### src/rtl/vliw_forward_unit_pkg.sv
// Shared constants and helpers for the VLIW forwarding/hazard unit.
package vliw_forward_unit_pkg;

  // Forward-stage select encoding for each Execute operand.
  localparam logic [1:0] FWD_RF = 2'b00;
  localparam logic [1:0] FWD_W  = 2'b01;
  localparam logic [1:0] FWD_M  = 2'b10;

  // Width of a register specifier.
  localparam int REG_W = 5;

  // Lane-index field width; a single lane still gets a 1-bit field.
  function automatic int lane_width(input int lanes);
    return (lanes > 1) ? $clog2(lanes) : 1;
  endfunction

endpackage

### src/rtl/vliw_forward_unit_if.sv
// Bundle of pipeline-control, register-specifier and hazard signals
// exchanged between the integrating core and the forwarding unit.
interface vliw_forward_unit_if #(
  parameter int LANES = 4,
  parameter int NREGS = 32
) ();
  import vliw_forward_unit_pkg::*;

  localparam int LW = lane_width(LANES);

  logic                  StallM;
  logic                  StallW;
  logic                  FlushM;
  logic                  FlushW;
  logic [LANES*5-1:0]    Rs1D;
  logic [LANES*5-1:0]    Rs2D;
  logic [LANES*5-1:0]    Rs1E;
  logic [LANES*5-1:0]    Rs2E;
  logic [LANES*5-1:0]    RdE;
  logic [LANES-1:0]      RegWriteE;
  logic [LANES-1:0]      LoadE;
  logic [LANES-1:0]      MCIssueE;
  logic                  MCDoneW;
  logic [4:0]            MCRdW;
  logic [LANES*2-1:0]    FwdStageAE;
  logic [LANES*2-1:0]    FwdStageBE;
  logic [LANES*LW-1:0]   FwdLaneAE;
  logic [LANES*LW-1:0]   FwdLaneBE;
  logic [LANES-1:0]      RegWriteM;
  logic [LANES-1:0]      RegWriteW;
  logic [LANES*5-1:0]    RdM;
  logic [LANES*5-1:0]    RdW;
  logic                  LoadStallD;
  logic                  ScoreboardStallD;
  logic                  StallReqD;
  logic                  WAWErrE;
  logic [NREGS-1:0]      Pending;

  // Core side: drives pipeline state, consumes forwarding and stalls.
  modport master (
    output StallM, StallW, FlushM, FlushW, Rs1D, Rs2D, Rs1E, Rs2E, RdE,
           RegWriteE, LoadE, MCIssueE, MCDoneW, MCRdW,
    input  FwdStageAE, FwdStageBE, FwdLaneAE, FwdLaneBE, RegWriteM, RegWriteW,
           RdM, RdW, LoadStallD, ScoreboardStallD, StallReqD, WAWErrE, Pending
  );

  // Forwarding-unit side.
  modport slave (
    input  StallM, StallW, FlushM, FlushW, Rs1D, Rs2D, Rs1E, Rs2E, RdE,
           RegWriteE, LoadE, MCIssueE, MCDoneW, MCRdW,
    output FwdStageAE, FwdStageBE, FwdLaneAE, FwdLaneBE, RegWriteM, RegWriteW,
           RdM, RdW, LoadStallD, ScoreboardStallD, StallReqD, WAWErrE, Pending
  );

endinterface

### src/rtl/vliw_forward_unit_fwd_select.sv
// Priority match of one Execute source operand against all M and W
// stage destinations: M beats W, and within a stage the youngest lane wins.
module vliw_forward_unit_fwd_select
  import vliw_forward_unit_pkg::*;
#(
  parameter int LANES = 4,
  parameter int LW    = 2
) (
  input  logic [4:0]         rs,
  input  logic [LANES-1:0]   reg_write_m,
  input  logic [LANES*5-1:0] rd_m,
  input  logic [LANES-1:0]   reg_write_w,
  input  logic [LANES*5-1:0] rd_w,
  output logic [1:0]         stage,
  output logic [LW-1:0]      lane
);

  // Ascending scans let later (younger) lanes overwrite; the M scan runs last so it dominates W.
  always_comb begin
    stage = FWD_RF;
    lane  = '0;
    if (rs != 5'd0) begin
      for (int j = 0; j < LANES; j++) begin
        if (reg_write_w[j] && (rd_w[5*j +: 5] == rs)) begin
          stage = FWD_W;
          lane  = LW'(j);
        end
      end
      for (int j = 0; j < LANES; j++) begin
        if (reg_write_m[j] && (rd_m[5*j +: 5] == rs)) begin
          stage = FWD_M;
          lane  = LW'(j);
        end
      end
    end
  end

endmodule

### src/rtl/vliw_forward_unit.sv
// Centralised operand forwarding, M/W destination pipelines, multi-cycle
// result scoreboard and Decode hazard detection for a VLIW integer core.
module vliw_forward_unit
  import vliw_forward_unit_pkg::*;
#(
  parameter int LANES = 4,
  parameter int NREGS = 32
) (
  input  logic                 clk,
  input  logic                 reset,
  vliw_forward_unit_if.slave   bus
);

  localparam int LW = lane_width(LANES);

  logic [LANES-1:0]   reg_write_m_reg;
  logic [LANES-1:0]   reg_write_w_reg;
  logic [LANES*5-1:0] rd_m_reg;
  logic [LANES*5-1:0] rd_w_reg;
  logic [NREGS-1:0]   pending_reg;
  logic [NREGS-1:0]   pending_next;
  logic [LANES*2-1:0] fwd_stage_a;
  logic [LANES*2-1:0] fwd_stage_b;
  logic [LANES*LW-1:0] fwd_lane_a;
  logic [LANES*LW-1:0] fwd_lane_b;
  logic               load_stall;
  logic               sb_stall;
  logic               waw_err;

  // Pipeline M and W destination state; multi-cycle issues never write through M.
  always_ff @(posedge clk) begin
    if (!reset) begin
      reg_write_m_reg <= '0;
      reg_write_w_reg <= '0;
      rd_m_reg        <= '0;
      rd_w_reg        <= '0;
      pending_reg     <= '0;
    end else begin
      if (bus.FlushM) begin
        reg_write_m_reg <= '0;
      end else if (!bus.StallM) begin
        reg_write_m_reg <= bus.RegWriteE & ~bus.MCIssueE;
        rd_m_reg        <= bus.RdE;
      end
      if (bus.FlushW) begin
        reg_write_w_reg <= '0;
      end else if (!bus.StallW) begin
        reg_write_w_reg <= reg_write_m_reg;
        rd_w_reg        <= rd_m_reg;
      end
      pending_reg <= pending_next;
    end
  end

  // Scoreboard update: completions clear first so a same-cycle reissue keeps the bit set.
  always_comb begin
    pending_next = pending_reg;
    if (bus.MCDoneW) begin
      pending_next[bus.MCRdW] = 1'b0;
    end
    if (!bus.StallM && !bus.FlushM) begin
      for (int j = 0; j < LANES; j++) begin
        if (bus.MCIssueE[j]) begin
          pending_next[bus.RdE[5*j +: 5]] = 1'b1;
        end
      end
    end
    pending_next[0] = 1'b0;
  end

  // One selector per Execute source operand.
  generate
    for (genvar gi = 0; gi < LANES; gi++) begin : g_fwd
      vliw_forward_unit_fwd_select #(.LANES(LANES), .LW(LW)) u_sel_a (
        .rs          (bus.Rs1E[5*gi +: 5]),
        .reg_write_m (reg_write_m_reg),
        .rd_m        (rd_m_reg),
        .reg_write_w (reg_write_w_reg),
        .rd_w        (rd_w_reg),
        .stage       (fwd_stage_a[2*gi +: 2]),
        .lane        (fwd_lane_a[LW*gi +: LW])
      );
      vliw_forward_unit_fwd_select #(.LANES(LANES), .LW(LW)) u_sel_b (
        .rs          (bus.Rs2E[5*gi +: 5]),
        .reg_write_m (reg_write_m_reg),
        .rd_m        (rd_m_reg),
        .reg_write_w (reg_write_w_reg),
        .rd_w        (rd_w_reg),
        .stage       (fwd_stage_b[2*gi +: 2]),
        .lane        (fwd_lane_b[LW*gi +: LW])
      );
    end
  endgenerate

  // Decode hazards and the Execute WAW diagnostic, all purely combinational.
  always_comb begin
    load_stall = 1'b0;
    sb_stall   = 1'b0;
    waw_err    = 1'b0;
    for (int j = 0; j < LANES; j++) begin
      if (bus.LoadE[j] && bus.RegWriteE[j] && (bus.RdE[5*j +: 5] != 5'd0)) begin
        for (int i = 0; i < LANES; i++) begin
          if ((bus.RdE[5*j +: 5] == bus.Rs1D[5*i +: 5]) ||
              (bus.RdE[5*j +: 5] == bus.Rs2D[5*i +: 5])) begin
            load_stall = 1'b1;
          end
        end
      end
    end
    for (int i = 0; i < LANES; i++) begin
      if (bus.Rs1D[5*i +: 5] != 5'd0 && pending_reg[bus.Rs1D[5*i +: 5]]) sb_stall = 1'b1;
      if (bus.Rs2D[5*i +: 5] != 5'd0 && pending_reg[bus.Rs2D[5*i +: 5]]) sb_stall = 1'b1;
      for (int j = 0; j < LANES; j++) begin
        if (bus.MCIssueE[j] && (bus.Rs1D[5*i +: 5] != 5'd0) &&
            (bus.RdE[5*j +: 5] == bus.Rs1D[5*i +: 5])) sb_stall = 1'b1;
        if (bus.MCIssueE[j] && (bus.Rs2D[5*i +: 5] != 5'd0) &&
            (bus.RdE[5*j +: 5] == bus.Rs2D[5*i +: 5])) sb_stall = 1'b1;
      end
    end
    for (int j = 0; j < LANES; j++) begin
      for (int k = j + 1; k < LANES; k++) begin
        if ((bus.RegWriteE[j] || bus.MCIssueE[j]) && (bus.RegWriteE[k] || bus.MCIssueE[k]) &&
            (bus.RdE[5*j +: 5] != 5'd0) && (bus.RdE[5*j +: 5] == bus.RdE[5*k +: 5])) begin
          waw_err = 1'b1;
        end
      end
    end
  end

  assign bus.FwdStageAE       = fwd_stage_a;
  assign bus.FwdStageBE       = fwd_stage_b;
  assign bus.FwdLaneAE        = fwd_lane_a;
  assign bus.FwdLaneBE        = fwd_lane_b;
  assign bus.RegWriteM        = reg_write_m_reg;
  assign bus.RegWriteW        = reg_write_w_reg;
  assign bus.RdM              = rd_m_reg;
  assign bus.RdW              = rd_w_reg;
  assign bus.Pending          = pending_reg;
  assign bus.LoadStallD       = load_stall;
  assign bus.ScoreboardStallD = sb_stall;
  assign bus.StallReqD        = load_stall | sb_stall;
  assign bus.WAWErrE          = waw_err;

endmodule

### src/flat_wrapper.sv
// flat-port wrapper written by rule: the top's interface ports become plain ports
module vliw_forward_unit_flat import vliw_forward_unit_pkg::*;
#(
  parameter int LANES = 4,
  parameter int NREGS = 32
)
  (clk, reset, bus_StallM, bus_StallW, bus_FlushM, bus_FlushW, bus_Rs1D, bus_Rs2D, bus_Rs1E, bus_Rs2E, bus_RdE, bus_RegWriteE, bus_LoadE, bus_MCIssueE, bus_MCDoneW, bus_MCRdW, bus_FwdStageAE, bus_FwdStageBE, bus_FwdLaneAE, bus_FwdLaneBE, bus_RegWriteM, bus_RegWriteW, bus_RdM, bus_RdW, bus_LoadStallD, bus_ScoreboardStallD, bus_StallReqD, bus_WAWErrE, bus_Pending);
  vliw_forward_unit_if #(.LANES(LANES), .NREGS(NREGS)) bus_i ();
  input  logic clk;
  input  logic reset;
  input wire logic [$bits(bus_i.StallM)-1:0] bus_StallM;
  input wire logic [$bits(bus_i.StallW)-1:0] bus_StallW;
  input wire logic [$bits(bus_i.FlushM)-1:0] bus_FlushM;
  input wire logic [$bits(bus_i.FlushW)-1:0] bus_FlushW;
  input wire logic [$bits(bus_i.Rs1D)-1:0] bus_Rs1D;
  input wire logic [$bits(bus_i.Rs2D)-1:0] bus_Rs2D;
  input wire logic [$bits(bus_i.Rs1E)-1:0] bus_Rs1E;
  input wire logic [$bits(bus_i.Rs2E)-1:0] bus_Rs2E;
  input wire logic [$bits(bus_i.RdE)-1:0] bus_RdE;
  input wire logic [$bits(bus_i.RegWriteE)-1:0] bus_RegWriteE;
  input wire logic [$bits(bus_i.LoadE)-1:0] bus_LoadE;
  input wire logic [$bits(bus_i.MCIssueE)-1:0] bus_MCIssueE;
  input wire logic [$bits(bus_i.MCDoneW)-1:0] bus_MCDoneW;
  input wire logic [$bits(bus_i.MCRdW)-1:0] bus_MCRdW;
  output wire logic [$bits(bus_i.FwdStageAE)-1:0] bus_FwdStageAE;
  output wire logic [$bits(bus_i.FwdStageBE)-1:0] bus_FwdStageBE;
  output wire logic [$bits(bus_i.FwdLaneAE)-1:0] bus_FwdLaneAE;
  output wire logic [$bits(bus_i.FwdLaneBE)-1:0] bus_FwdLaneBE;
  output wire logic [$bits(bus_i.RegWriteM)-1:0] bus_RegWriteM;
  output wire logic [$bits(bus_i.RegWriteW)-1:0] bus_RegWriteW;
  output wire logic [$bits(bus_i.RdM)-1:0] bus_RdM;
  output wire logic [$bits(bus_i.RdW)-1:0] bus_RdW;
  output wire logic [$bits(bus_i.LoadStallD)-1:0] bus_LoadStallD;
  output wire logic [$bits(bus_i.ScoreboardStallD)-1:0] bus_ScoreboardStallD;
  output wire logic [$bits(bus_i.StallReqD)-1:0] bus_StallReqD;
  output wire logic [$bits(bus_i.WAWErrE)-1:0] bus_WAWErrE;
  output wire logic [$bits(bus_i.Pending)-1:0] bus_Pending;
  assign bus_i.StallM = bus_StallM;
  assign bus_i.StallW = bus_StallW;
  assign bus_i.FlushM = bus_FlushM;
  assign bus_i.FlushW = bus_FlushW;
  assign bus_i.Rs1D = bus_Rs1D;
  assign bus_i.Rs2D = bus_Rs2D;
  assign bus_i.Rs1E = bus_Rs1E;
  assign bus_i.Rs2E = bus_Rs2E;
  assign bus_i.RdE = bus_RdE;
  assign bus_i.RegWriteE = bus_RegWriteE;
  assign bus_i.LoadE = bus_LoadE;
  assign bus_i.MCIssueE = bus_MCIssueE;
  assign bus_i.MCDoneW = bus_MCDoneW;
  assign bus_i.MCRdW = bus_MCRdW;
  assign bus_FwdStageAE = bus_i.FwdStageAE;
  assign bus_FwdStageBE = bus_i.FwdStageBE;
  assign bus_FwdLaneAE = bus_i.FwdLaneAE;
  assign bus_FwdLaneBE = bus_i.FwdLaneBE;
  assign bus_RegWriteM = bus_i.RegWriteM;
  assign bus_RegWriteW = bus_i.RegWriteW;
  assign bus_RdM = bus_i.RdM;
  assign bus_RdW = bus_i.RdW;
  assign bus_LoadStallD = bus_i.LoadStallD;
  assign bus_ScoreboardStallD = bus_i.ScoreboardStallD;
  assign bus_StallReqD = bus_i.StallReqD;
  assign bus_WAWErrE = bus_i.WAWErrE;
  assign bus_Pending = bus_i.Pending;
  vliw_forward_unit #(.LANES(LANES), .NREGS(NREGS)) u_core (.clk(clk), .reset(reset), .bus(bus_i));
endmodule
### config.mk
export PLATFORM = sky130hd
export DESIGN_NAME = vliw_forward_unit_flat
export DESIGN_NICKNAME = d
export VERILOG_FILES = /design/src/rtl/vliw_forward_unit_pkg.sv /design/src/rtl/vliw_forward_unit_if.sv /design/src/rtl/vliw_forward_unit_fwd_select.sv /design/src/rtl/vliw_forward_unit.sv /design/src/flat_wrapper.sv
export SDC_FILE = /design/constraint.sdc
export NUM_CORES = 1
export LEC_CHECK = 0
export ABC_AREA = 1
export CORE_UTILIZATION = 40
export CTS_BUF_LIST = sky130_fd_sc_hd__clkbuf_8
export CTS_CLUSTER_DIAMETER = 200
export CTS_CLUSTER_SIZE = 24
export DETAILED_ROUTE_END_ITERATION = 10
export GPL_ROUTABILITY_DRIVEN = 0
export PLACE_DENSITY = 0.67
export SLEW_MARGIN = 20
export SYNTH_ARGS = -nofsm -noshare
export SYNTH_HDL_FRONTEND = slang
export SYNTH_HIERARCHICAL = 1
export SYNTH_SLANG_ARGS = --single-unit
### constraint.sdc
create_clock -name clk -period 3.3 [get_ports clk]
set_clock_uncertainty 0.1 [all_clocks]
set_input_delay 0.33 -clock clk [delete_from_list [all_inputs] [get_ports clk]]
set_output_delay 0.33 -clock clk [all_outputs]
set_load 0.02 [all_outputs]
==> results.py, run 1 <==
metrics = {
    "pwr": {
        "powerDensity_mw_per_mm2": 218,
        "power.static_leakage_nw": 8.38,
        "vdd_drop_max_v": 0.000175,
    },
    "logic_synthesis": {
        "avgSynthCellArea_um2": 5.47,
        "post_synth_main_area_contributors": "sky130_fd_sc_hd__nand2_1 20%, sky130_fd_sc_hd__dfxtp_1 10%, sky130_fd_sc_hd__nor2_1 9.3%",
        "ys_async_sr_fraction": 0,
        "synth_top_cell_area_share": 0.199,
        "synth_flop_cell": "sky130_fd_sc_hd__dfxtp_1",
        "post-synth-top-count-cell": "sky130_fd_sc_hd__nand2_1",
        "mappedNetlistArea_mm2": 0.0154,
        "synth_enable_flop_cells": 0,
        "ys_seq_area_frac": 0.103,
        "ys_warn_count": 6,
        "netlist-cell-type-count": 41,
        "synth_top_cell_by_area": "sky130_fd_sc_hd__nand2_1",
        "ffs_latches_synth": 79,
        "synth_top_cells_by_count": "818 x sky130_fd_sc_hd__nand2_1, 382 x sky130_fd_sc_hd__nor2_1, 235 x sky130_fd_sc_hd__nand3_1, 233 x sky130_fd_sc_hd__o21ai_0, 186 x sky130_fd_sc_hd__inv_1",
        "syn-num-nets": 2942,
        "synthCells": 2818,
    },
    "global_route": {
        "grt_pass1_vias": 19500,
        "number_of_antenna_violations_at_the_first_check_in_global_routing": 0,
        "grt.overflow.total": 0,
        "grt_max_degree": 42,
        "grt_pass1_wl_um": 110000,
        "grt.total_usage": 0.360,
    },
    "setup_path": {
        "path_max_fanout": 7,
        "crit_type": "in2out",
        "setup.worst_path.start_class": "primary input",
        "crit_path_top_delay_cell": "sky130_fd_sc_hd__clkdlybuf4s50_1",
        "critPathRequiredTime_ns": 2.87,
        "critical_path.endpoint_type": "primary output",
        "cell_chain_of_the_critical_path": "clkdlybuf4s50_1, inv_2, buf_4, nor2_1, nor4_1, nand3_1, o21ai_0, a21boi_0, nand2_1, clkdlybuf4s50_1",
        "delay_of_the_slowest_cell_on_the_worst_path_ns": 0.62,
        "cp.arrival_ns": 2.83,
        "cpMostUsedCell": "sky130_fd_sc_hd__clkdlybuf4s50_1",
    },
    "clock_network": {
        "numClockSinks": 79,
        "clkSlewWorstSetupHoldPaths_ns": 0.10,
        "clockBufferDepth": 2,
        "cts_made_buffers": 9,
        "htreeDepth": 3,
        "clkLatencyLatePin_ns": 0.38,
        "root_buffer_cell": "sky130_fd_sc_hd__clkbuf_8",
        "tritoncts": "done",
    },
    "timing": {
        "min_period_ns": 3.26,
        "setup_tns_ns": 0,
        "grt_setup_unrepaired": "no",
        "timing_limited_maximum_frequency_mhz": 307,
        "final.period_utilization": 0.987,
        "layout_setup_ws_ns": 0.0424,
        "final-hold-violation-count": 0,
        "timing.final.setup_violations": 0,
        "hold_ws_ns": 0.431,
        "transition_at_the_pin_with_the_smallest_max_transition_slack_ns": 0.820,
        "drv_slew": 0,
        "slew_headroom": 0.452,
    },
    "floorplan": {
        "core_area_mm2": 0.0378,
        "die_h_um": 198,
        "starting_density": 0.408,
        "floorplan.io_pins": 240,
        "die_area_mm2": 0.0393,
        "rows": 71,
        "die_width_um": 198,
    },
    "placed_design": {
        "io_buffer_count": 238,
        "pre_cts_slack_ns": 0.0317,
        "place.detailed.hpwl_um": 53600,
    },
    "routing": {
        "num_vias": 21500,
        "drcViolationCount": 0,
        "via_per_instance_ratio": 6.05,
        "postRouteWirelength_um": 73300,
        "drt_first_iter_violations": 3504,
        "wl_per_cell_um": 20.6,
        "tritonroute_pass_1_iters": 11,
        "route.antenna.remaining_nets": 0,
    },
    "cells_and_area": {
        "areaGrowthSynthToFinish_pct": 21.8,
        "insertedDiodeCount": 0,
        "fraction_of_layout_cells_with_a_size_suffix_above_1": 0.101,
        "fin_nets": 3166,
    },
    "run_status": {
        "status": "completed",
    },
    "run": {
        "maxCapViolCount": 0,
    },
    "worst_hold_path": {
        "min-delay-path-class": "reg2reg",
    },
}
## sequential cells by signal (all words and copies together), names as in the netlist
signal                cells
u_core/bus.RdW           20
u_core/bus.Pending       31
u_core/bus.RdM           20
u_core/bus.RegWriteW      4
u_core/bus.RegWriteM      4
## kinds of logic (layout without fill, tap and decap cells)
logic type | after synthesis | in the layout | share of synthesized area
simple gates | 1549 | 1549 | 0.419
compound gates | 567 | 567 | 0.217
buf+inv | 422 | 651 | 0.147
xor+xnor | 200 | 200 | 0.114
flops | 79 | 79 | 0.103
other cells | 1 | 1 | 0.000243
## metal layers
metal | global-route usage | up-vias | share of wire | wire [µm]
met5 | 0 | - | 0 | 0
met4 | 0.260 | 0 | 0.078 | 5700
met3 | 0.0675 | 436 | 0.13 | 9850
met2 | 0.560 | 1804 | 0.43 | 31200
met1 | 0.444 | 9573 | 0.36 | 26500
li1 | - | 9698 | - | -
## path summary, 6_finish.rpt
kind | from | end | slack (ns) | cells past startpoint
worst max-delay path | bus_RdE[12] | bus_WAWErrE | 0.04 | 10
worst min-delay path | u_core/bus.RdW[16] | u_core/bus.RdW[16] | 0.43 | 2
worst max register to register | u_core/bus.RdM[4] | u_core/bus.RdM[4] | 1.90 | 3
worst min register to register | u_core/bus.RdW[16] | u_core/bus.RdW[16] | 0.43 | 2
## cells in the final DEF (no fill, tap or decap), types with 9 or more instances in the layout
master	n
sky130_fd_sc_hd__nand2_1	818
sky130_fd_sc_hd__nor2_1	379
sky130_fd_sc_hd__nand3_1	235
sky130_fd_sc_hd__o21ai_0	233
sky130_fd_sc_hd__clkdlybuf4s50_1	227
sky130_fd_sc_hd__inv_1	184
sky130_fd_sc_hd__buf_4	136
sky130_fd_sc_hd__a21oi_1	134
sky130_fd_sc_hd__xnor2_1	133
sky130_fd_sc_hd__o22ai_1	73
sky130_fd_sc_hd__dfxtp_1	72
sky130_fd_sc_hd__xor2_1	67
sky130_fd_sc_hd__inv_2	54
sky130_fd_sc_hd__nand4_1	46
sky130_fd_sc_hd__o211ai_1	40
sky130_fd_sc_hd__o21ai_1	25
sky130_fd_sc_hd__nor3_1	22
sky130_fd_sc_hd__buf_12	19
sky130_fd_sc_hd__nand3_2	16
sky130_fd_sc_hd__a221oi_2	16
sky130_fd_sc_hd__dlymetal6s2s_1	11
sky130_fd_sc_hd__a31oi_1	10
sky130_fd_sc_hd__o31ai_1	10
sky130_fd_sc_hd__clkbuf_8	9
## final cells by class
cell class	count	area (µm²)
multi-input cells	2317	11600
clock inverters	7	87.6
fillers	3954	19000
repair buffers	394	3820
inverters	241	916
clock buffers	9	124
flip-flops and latches	79	1590
well taps	511	639
## worst max-delay path: cells and delay by family
| family | cells | cell delay [ns] |
|---|---|---|
| AND/OR/NAND/NOR | 4 | 0.60 |
| buffers and inverters | 4 | 1.67 |
| AO/OA/AOI/OAI | 2 | 0.22 |
## what timing repair did
item                                    CTS  global route
gates resized for setup                   1            26
endpoints found under the setup margin    4            15
hold buffers                              0             0
pin swaps                                 0             0
setup buffers                             0             4
gates cloned                              0             0
## power breakdown
| part | switching, mW | internal (mW) |
|---|---|---|
| clock network | 0.422 | 0.364 |
| registers | 0.121 | 0.993 |
| logic | 1.35 | 0.848 |
## metrics by stage
stage | cell area (µm²) | power (mW) | util | std cells
floorplan | 15400 | 2.47 | - | 2818
finish | 18800 | 4.10 | 0.497 | 3558
global placement | 18500 | 3.20 | 0.489 | 3538
CTS | 18700 | 4.01 | 0.494 | 3554
detailed placement | 18500 | 3.24 | 0.489 | 3538
global route | 18800 | 4.30 | 0.497 | 3558
Power figures use the tool's default switching activity.
==> inputs of run 2 (changes only) <==
Settings changed: REMOVE_ABC_BUFFERS set to 1, SETUP_SLACK_MARGIN set to 0.4.
==> results.py, run 2 (synthesis results as in run 1) <==
metrics = {
    "floorplan": {
        "floorplan.io_pins": 240,
        "starting_density": 0.408,
        "die_area_mm2": 0.0393,
        "die_width_um": 198,
        "rows": 71,
        "core_area_mm2": 0.0378,
        "die_h_um": 198,
    },
    "timing": {
        "timing.final.setup_violations": 0,
        "layout_setup_ws_ns": 0.472,
        "transition_at_the_pin_with_the_smallest_max_transition_slack_ns": 0.709,
        "timing_limited_maximum_frequency_mhz": 354,
        "hold_ws_ns": 0.391,
        "final.period_utilization": 0.857,
        "drv_slew": 0,
        "final-hold-violation-count": 0,
        "setup_tns_ns": 0,
        "slew_headroom": 0.527,
        "grt_setup_unrepaired": "no",
        "min_period_ns": 2.83,
    },
    "cells_and_area": {
        "layout.cells.most_common": "sky130_fd_sc_hd__nand2_1",
        "fin_nets": 3179,
        "design_area_mm2": 0.0190,
        "mostFrequentLayoutCells": "818 x sky130_fd_sc_hd__nand2_1, 379 x sky130_fd_sc_hd__nor2_1, 235 x sky130_fd_sc_hd__nand3_1",
        "stdcell_count": 3575,
        "largest_register_ff_count": 31,
        "areaGrowthSynthToFinish_pct": 23.4,
        "fraction_of_layout_cells_with_a_size_suffix_above_1": 0.115,
        "nFillCells": 3840,
        "finalCoreUtilization": 0.504,
    },
    "global_route": {
        "number_of_antenna_violations_at_the_first_check_in_global_routing": 5,
        "grt.overflow.total": 0,
        "grt_pass1_wl_um": 109000,
        "grt_max_degree": 42,
        "grt.total_usage": 0.360,
        "grt_pass1_vias": 19100,
    },
    "clock_network": {
        "clockBufferDepth": 2,
        "clkLatencyLatePin_ns": 0.37,
        "postCtsHoldBufs": 0,
        "cts_made_buffers": 9,
        "tritoncts": "done",
        "numClockSinks": 79,
        "htreeDepth": 3,
        "root_buffer_cell": "sky130_fd_sc_hd__clkbuf_8",
        "clkSlewWorstSetupHoldPaths_ns": 0.09,
    },
    "routing": {
        "postRouteWirelength_um": 72900,
        "tritonroute_pass_1_iters": 7,
        "drt_first_iter_violations": 3617,
        "via_per_instance_ratio": 5.97,
        "wl_per_cell_um": 20.4,
        "num_vias": 21400,
        "route.antenna.remaining_nets": 0,
        "drcViolationCount": 0,
    },
    "pwr": {
        "vdd_drop_max_v": 0.000200,
        "fin_total_pwr_mw": 4.05,
        "share_comb_of_total_power": 0.542,
        "power.static_leakage_nw": 9.02,
        "sequentialPowerShare": 0.277,
        "p_switching_mw": 1.86,
        "p_sw_frac": 0.460,
        "share_clk_of_total_power": 0.181,
        "p_int_mw": 2.19,
        "powerDensity_mw_per_mm2": 213,
    },
    "setup_path": {
        "critical_path.endpoint_type": "primary output",
        "crit_type": "in2out",
        "critPathRequiredTime_ns": 2.87,
        "cp.arrival_ns": 2.40,
        "path_max_fanout": 4,
        "setup.worst_path.start_class": "primary input",
    },
    "placed_design": {
        "pre_cts_slack_ns": 0.0250,
        "dp.cells": 3550,
        "post_place_cell_area_mm2": 0.0186,
        "io_buffer_count": 238,
        "place.detailed.hpwl_um": 54600,
    },
    "run": {
        "maxCapViolCount": 0,
    },
    "run_status": {
        "status": "completed",
    },
    "worst_hold_path": {
        "min-delay-path-class": "reg2reg",
    },
}
[run 2: changes by cell type in the layout (fill, tap and decap cells not counted), sizes merged, moves of 4 or more]
cell	before	now
clkdlybuf4s50	227	166
dlymetal6s2s	11	35
diode	0	4
buf	156	169
dlygate4sd2	0	32
clkbuf	9	17
[run 2: layout make-up]
type	count	area (µm²)	share of cell area
Antenna cell	4	10.0	0.000526
Tap cell	511	639	0.0336
Clock buffer	12	165	0.00868
Clock inverter	4	36.3	0.00191
Sequential cell	79	1630	0.0859
Timing Repair Buffer	407	3980	0.209
Inverter	241	962	0.0506
Multi-Input combinational cell	2317	11600	0.610
[run 2: routing by layer]
metal  wire (µm)  global-route usage
met1       27500               0.470
met2       30600               0.544
met3        9910              0.0669
met4        4850               0.220
met5          10                   0
[run 2: timing repair]
action / 4_1_cts / 5_1_grt
endpoints found under the setup margin: 36 / 32
resized for setup: 76 / 85
cloned: 0 / 1
setup buffers: 1 / 3
pin swaps: 0 / 2
[run 2: power groups by stage]
stage	combinational (mW)	sequential (mW)	clock, mW
after floorplan	0.993	1.18	0
after global placement	2.07	1.13	0
after detailed placement	2.11	1.13	0
after CTS	2.10	1.11	0.740
after global routing	2.35	1.12	0.784
final	2.20	1.12	0.731
[run 2: worst paths after layout]
kind,start,endpoint,slack (ns),cells past startpoint
hold / removal,u_core/bus.Pending[5],u_core/bus.Pending[5],0.39,2
hold reg to reg,u_core/bus.Pending[5],u_core/bus.Pending[5],0.39,2
setup reg to reg,u_core/bus.Pending[4],u_core/bus.Pending[4],2.03,2
setup / recovery,bus_Rs2E[2],bus_FwdStageBE[1],0.47,9
[run 2: critical path, stage by stage]
cell	delay, ns
sky130_fd_sc_hd__clkdlybuf4s50_1	0.52
sky130_fd_sc_hd__inv_1	0.18
sky130_fd_sc_hd__o21ai_0	0.11
sky130_fd_sc_hd__a221oi_2	0.25
sky130_fd_sc_hd__nand3_2	0.17
sky130_fd_sc_hd__nand2_1	0.11
sky130_fd_sc_hd__nor2_1	0.05
sky130_fd_sc_hd__nor2_1	0.08
sky130_fd_sc_hd__clkdlybuf4s50_1	0.60
